==> src/rtl/cc_pkg.sv <==
// Shared cache-controller definitions used by the miss issue unit and the data fill unit.
// Holds the AXI read-burst constants for one cache line and the issue FSM states.
package cc_pkg;

    // One line is fetched as a single 8-beat, 8-byte, wrapping burst.
    localparam logic [3:0] ARLEN_LINE = 4'd7;
    localparam logic [2:0] ARSIZE_8B  = 3'd3;
    localparam logic [1:0] BURST_WRAP = 2'b10;

    typedef enum logic {
        IDLE  = 1'b0,
        ISSUE = 1'b1
    } miss_state_e;

endpackage

==> src/rtl/cc_miss_issue_unit.sv <==
// Turns tag-compare read misses into AXI AR line bursts. It also pushes each raw miss address to the fill unit's FIFO.
// It tracks how many bursts are still waiting for their last R beat.
module cc_miss_issue_unit
    import cc_pkg::*;
#(
    parameter int MAX_OUTSTANDING = 4
) (
    input  logic        clk,
    input  logic        rst_n,
    input  logic        miss_req_i,
    input  logic [31:0] miss_addr_i,
    output logic        miss_ack_o,
    output logic        mem_arvalid_o,
    input  logic        mem_arready_i,
    output logic [31:0] mem_araddr_o,
    output logic [3:0]  mem_arlen_o,
    output logic [2:0]  mem_arsize_o,
    output logic [1:0]  mem_arburst_o,
    input  logic        mem_rvalid_i,
    input  logic        mem_rready_i,
    input  logic        mem_rlast_i,
    input  logic        miss_addr_fifo_full_i,
    output logic        miss_addr_fifo_wren_o,
    output logic [31:0] miss_addr_fifo_wdata_o,
    output logic [3:0]  outstanding_o
);

    localparam logic [3:0] MAX_CNT = 4'(MAX_OUTSTANDING);

    miss_state_e state;
    logic        arvalid_q;
    logic [31:0] araddr_q;
    logic [3:0]  outstanding_q;
    logic        accept;
    logic        ar_hs;
    logic        r_done;

    // Ack never looks at miss_req_i so the requester sees a stable ready.
    assign miss_ack_o = (state == IDLE) & ~miss_addr_fifo_full_i & (outstanding_q < MAX_CNT);
    assign accept     = miss_req_i & miss_ack_o;
    assign ar_hs      = arvalid_q & mem_arready_i;
    assign r_done     = mem_rvalid_i & mem_rready_i & mem_rlast_i;

    // The full address, including the word offset, goes to the FIFO so the fill unit can return the critical word first.
    assign miss_addr_fifo_wren_o  = accept;
    assign miss_addr_fifo_wdata_o = miss_addr_i;

    assign mem_arvalid_o = arvalid_q;
    assign mem_araddr_o  = araddr_q;
    assign mem_arlen_o   = ARLEN_LINE;
    assign mem_arsize_o  = ARSIZE_8B;
    assign mem_arburst_o = BURST_WRAP;
    assign outstanding_o = outstanding_q;

    always_ff @(posedge clk) begin
        if (!rst_n) begin
            state     <= IDLE;
            arvalid_q <= 1'b0;
            araddr_q  <= '0;
        end else begin
            case (state)
                IDLE: begin
                    if (accept) begin
                        araddr_q  <= {miss_addr_i[31:3], 3'b000};
                        arvalid_q <= 1'b1;
                        state     <= ISSUE;
                    end
                end
                ISSUE: begin
                    if (mem_arready_i) begin
                        arvalid_q <= 1'b0;
                        state     <= IDLE;
                    end
                end
                default: begin
                    arvalid_q <= 1'b0;
                    state     <= IDLE;
                end
            endcase
        end
    end

    // A stray last beat at zero is a protocol error and is absorbed rather than wrapping.
    always_ff @(posedge clk) begin
        if (!rst_n) begin
            outstanding_q <= '0;
        end else begin
            case ({ar_hs, r_done})
                2'b10:   outstanding_q <= outstanding_q + 4'd1;
                2'b01:   if (outstanding_q != 4'd0) outstanding_q <= outstanding_q - 4'd1;
                default: outstanding_q <= outstanding_q;
            endcase
        end
    end

endmodule

==> config.mk <==
export PLATFORM = sky130hd
export DESIGN_NAME = cc_miss_issue_unit
export DESIGN_NICKNAME = d
export VERILOG_FILES = /design/src/rtl/cc_pkg.sv /design/src/rtl/cc_miss_issue_unit.sv
export SDC_FILE = /design/constraint.sdc
export NUM_CORES = 1
export LEC_CHECK = 0
export CORE_ASPECT_RATIO = 1.1
export CORE_MARGIN = 3
export CORE_UTILIZATION = 35
export DETAILED_ROUTE_END_ITERATION = 12
export GPL_ROUTABILITY_DRIVEN = 0
export PLACE_DENSITY = 0.81
export SETUP_SLACK_MARGIN = 0.02
export SLEW_MARGIN = 40
export SYNTH_ARGS = -nofsm -noshare
export SYNTH_HDL_FRONTEND = slang
export SYNTH_SLANG_ARGS = --single-unit
==> constraint.sdc <==
create_clock -name clk -period 2.1 [get_ports clk]
set_clock_uncertainty 0.15 [all_clocks]
set_input_delay 0.315 -clock clk [delete_from_list [all_inputs] [get_ports clk]]
set_output_delay 0.315 -clock clk [all_outputs]
set_load 0.01 [all_outputs]
==> flow_summary.toml <==
[status]
status = "finished, final reports clean"

[setup_path]
crit_start = "miss_addr_fifo_full_i"
endpoint_kind = "output port"
reg2reg_from = "outstanding_o[2]$_SDFFE_PN0P_"
start_kind = "primary input"
criticalPathCategory = "in2out"
crit_required_ns = 1.63
crit_arrival_ns = 1.58
worst-path-max-fanout = 2

[timing]
clock.fmax_mhz = 487.9
setup_viol = 0
period_share_pct = 97.61
slew_viol_final = 0
min_period_ns = 2.050
finalHoldViolations = 0
whs_ns = 0.3036
rsz0062_at_grt = "true"

[clock_network]
cts.path.max_buffers = 2
cts-root-buf = "clkbuf_8"
numCtsBuffers = 5
path_clk_slew_ns = 0.07
cts_tree = "built"
cts_sinks = 35
clock_latency_ns = 0.27
htreeDepth = 2

[synthesis]
synth_area_um2 = 1688
seq_area_frac_synth_pct = 41.51
synth_enable_flop_cells = 0
yosys.area.top_type_share_pct = 41.51
synthFlopType = "dfxtp_1"
avgSynthCellArea_um2 = 7.999
yosys_warnings = 0
synth_async_sr_flop_share_pct = 0
synth_cells = 211
synth-seq-cells = 35
synth_top_area_cell = "dfxtp_1"
yosys.cell_types.count = 27
synthTopCellsByArea = "dfxtp_1 (42%), buf_4 (20%), nand2_1 (14%)"

[routing]
firstDrtPassIters = 4
drtIter0Drc = 37
totalWireLength_mm = 3.946
drc = 0
ant_nets = 0
wl_per_cell_um = 11.61
vias_per_cell = 4.500
vias = 1530

[pwr]
power_frac_seq_pct = 43.0
leakage_nw = 1.010
pwr-share-comb_pct = 20.2
clkPwrFrac_pct = 36.8
power_density_nw_per_um2 = 636.0
vdd.ir_drop.worst_v = 0.0003947
power.internal_w = 0.001272
p_sw_w = 0.0003843
swShare_pct = 23.21

[floorplan]
core_area_um2 = 4473
ioPinCount = 120
die-area_um2 = 5693
rows = 25
initial_core_util_pct = 37.73
die_x_um = 72.21
die-height_um = 78.84

[grt]
grt_start_max_net_pins = 31
grt_usage_pct = 14.06
grt_pass1_vias = 1445
grt-ovfl-total = 0
antenna_found_initial = 0
grt_pass1_wl_mm = 6.437

[placement]
dp.final_hpwl_mm = 3.080
dpl_cell_area_um2 = 2477
port_buffers = 101
dp_cells = 331

[final_layout]
finalInstanceArea_um2 = 2604
area_growth_pct = 54.26
fin_nets = 326
num_antenna_cells = 0
layout_commonest_cell = "clkdlybuf4s50_1"
final_cell_mix = "clkdlybuf4s50_1 (99), nand2_1 (62), dfxtp_1 (35)"
drive_gt1_share_pct = 7.343
final_cells = 340

[run]
cap_violations = 0

[worst_hold_path]
min_from = "mem_araddr_o[18]$_SDFFE_PN0P_"
hold_path_class = "reg2reg"
==> worst max-delay path, stage by stage <==
cell             delay, ns
clkdlybuf4s50_1       0.44
nor4_4                0.29
buf_4                 0.16
nand2_2               0.05
inv_2                 0.06
dlygate4sd2_1         0.27
==> timing repair <==
item	in CTS	in global routing
pin swaps	1	1
endpoints found under the setup margin	2	1
gates resized for setup	1	1
hold buffers	0	0
buffers inserted	1	0
==> final cells by class <==
class                   instances  area [um2]
flip-flops and latches         35       700.7
inverters                       2       7.507
repair buffers                110        1080
fillers                       430        1869
clock buffers                   6       82.58
well taps                      54       67.56
clock inverters                 2       35.03
multi-input cells             131       630.6
==> power by group through the flow <==
stage / registers (W) / clock network (W) / logic [W]
floorplan: 0.000741 / 0 / 0.000169
global placement: 0.000726 / 0 / 0.000331
global route: 0.000716 / 0.000672 / 0.000361
finish: 0.000712 / 0.000610 / 0.000334
CTS: 0.000712 / 0.000635 / 0.000338
detailed placement: 0.000728 / 0 / 0.000336
==> per-layer routing <==
layer  track usage (%)  share of wire (%)  vias to the layer above
met5                 0                  0                        -
met4             2.820               0.30                        0
met3             5.316                9.5                        2
met2             26.14                 53                       62
met1             14.87                 38                      692
li1                  -                  -                      774
==> kinds of logic (layout without fill, tap and decap cells) <==
| kind of cell | Yosys count | in the layout | synth area share [%] |
|---|---|---|---|
| simple gates | 77 | 77 | 20.02 |
| buf+inv | 55 | 120 | 23.35 |
| compound gates | 38 | 38 | 12.31 |
| flops | 35 | 35 | 41.51 |
| other cells | 2 | 12 | 0.4449 |
| xor+xnor | 2 | 2 | 1.038 |
| fa+ha+maj | 1 | 1 | 0.7412 |
| mux | 1 | 1 | 0.5931 |
==> worst paths after layout <==
kind / slack [ns] / cells after the start / end
max reg2reg: 0.40 / 7 / mem_arvalid_o$_SDFFE_PN0P_
min: 0.30 / 2 / mem_araddr_o[18]$_SDFFE_PN0P_
min reg2reg: 0.30 / 2 / mem_araddr_o[18]$_SDFFE_PN0P_
max: 0.05 / 6 / miss_addr_fifo_wren_o
==> registers in the layout, indices dropped and copies added, names as in the netlist <==
register and flops:
mem_araddr_o 29, outstanding_o 4, mem_arvalid_o 1, state 1
==> cells in the mapped netlist (2+ instances only) <==
cell type / instances
buf_6: 3
dfxtp_1: 35
buf_4: 44
nor3_1: 4
nand3_1: 2
clkbuf_1: 6
nand2_1: 62
nand2b_1: 3
a21oi_1: 32
conb_1: 2
a211oi_1: 2
==> per-stage QoR <==
step | worst slack, ns | TNS [ns] | utilization (%) | power [W]
floorplan | 0.3789 | 0 | - | 0.0009101
global placement | -0.06553 | -0.1040 | 55.38 | 0.001057
detailed placement | -0.08585 | -0.1937 | 55.38 | 0.001064
CTS | 0.04887 | 0 | 58.15 | 0.001686
global route | 0.003675 | 0 | 58.21 | 0.001749
finish | 0.05029 | 0 | 58.21 | 0.001656
(Power assumes the default switching activity.)
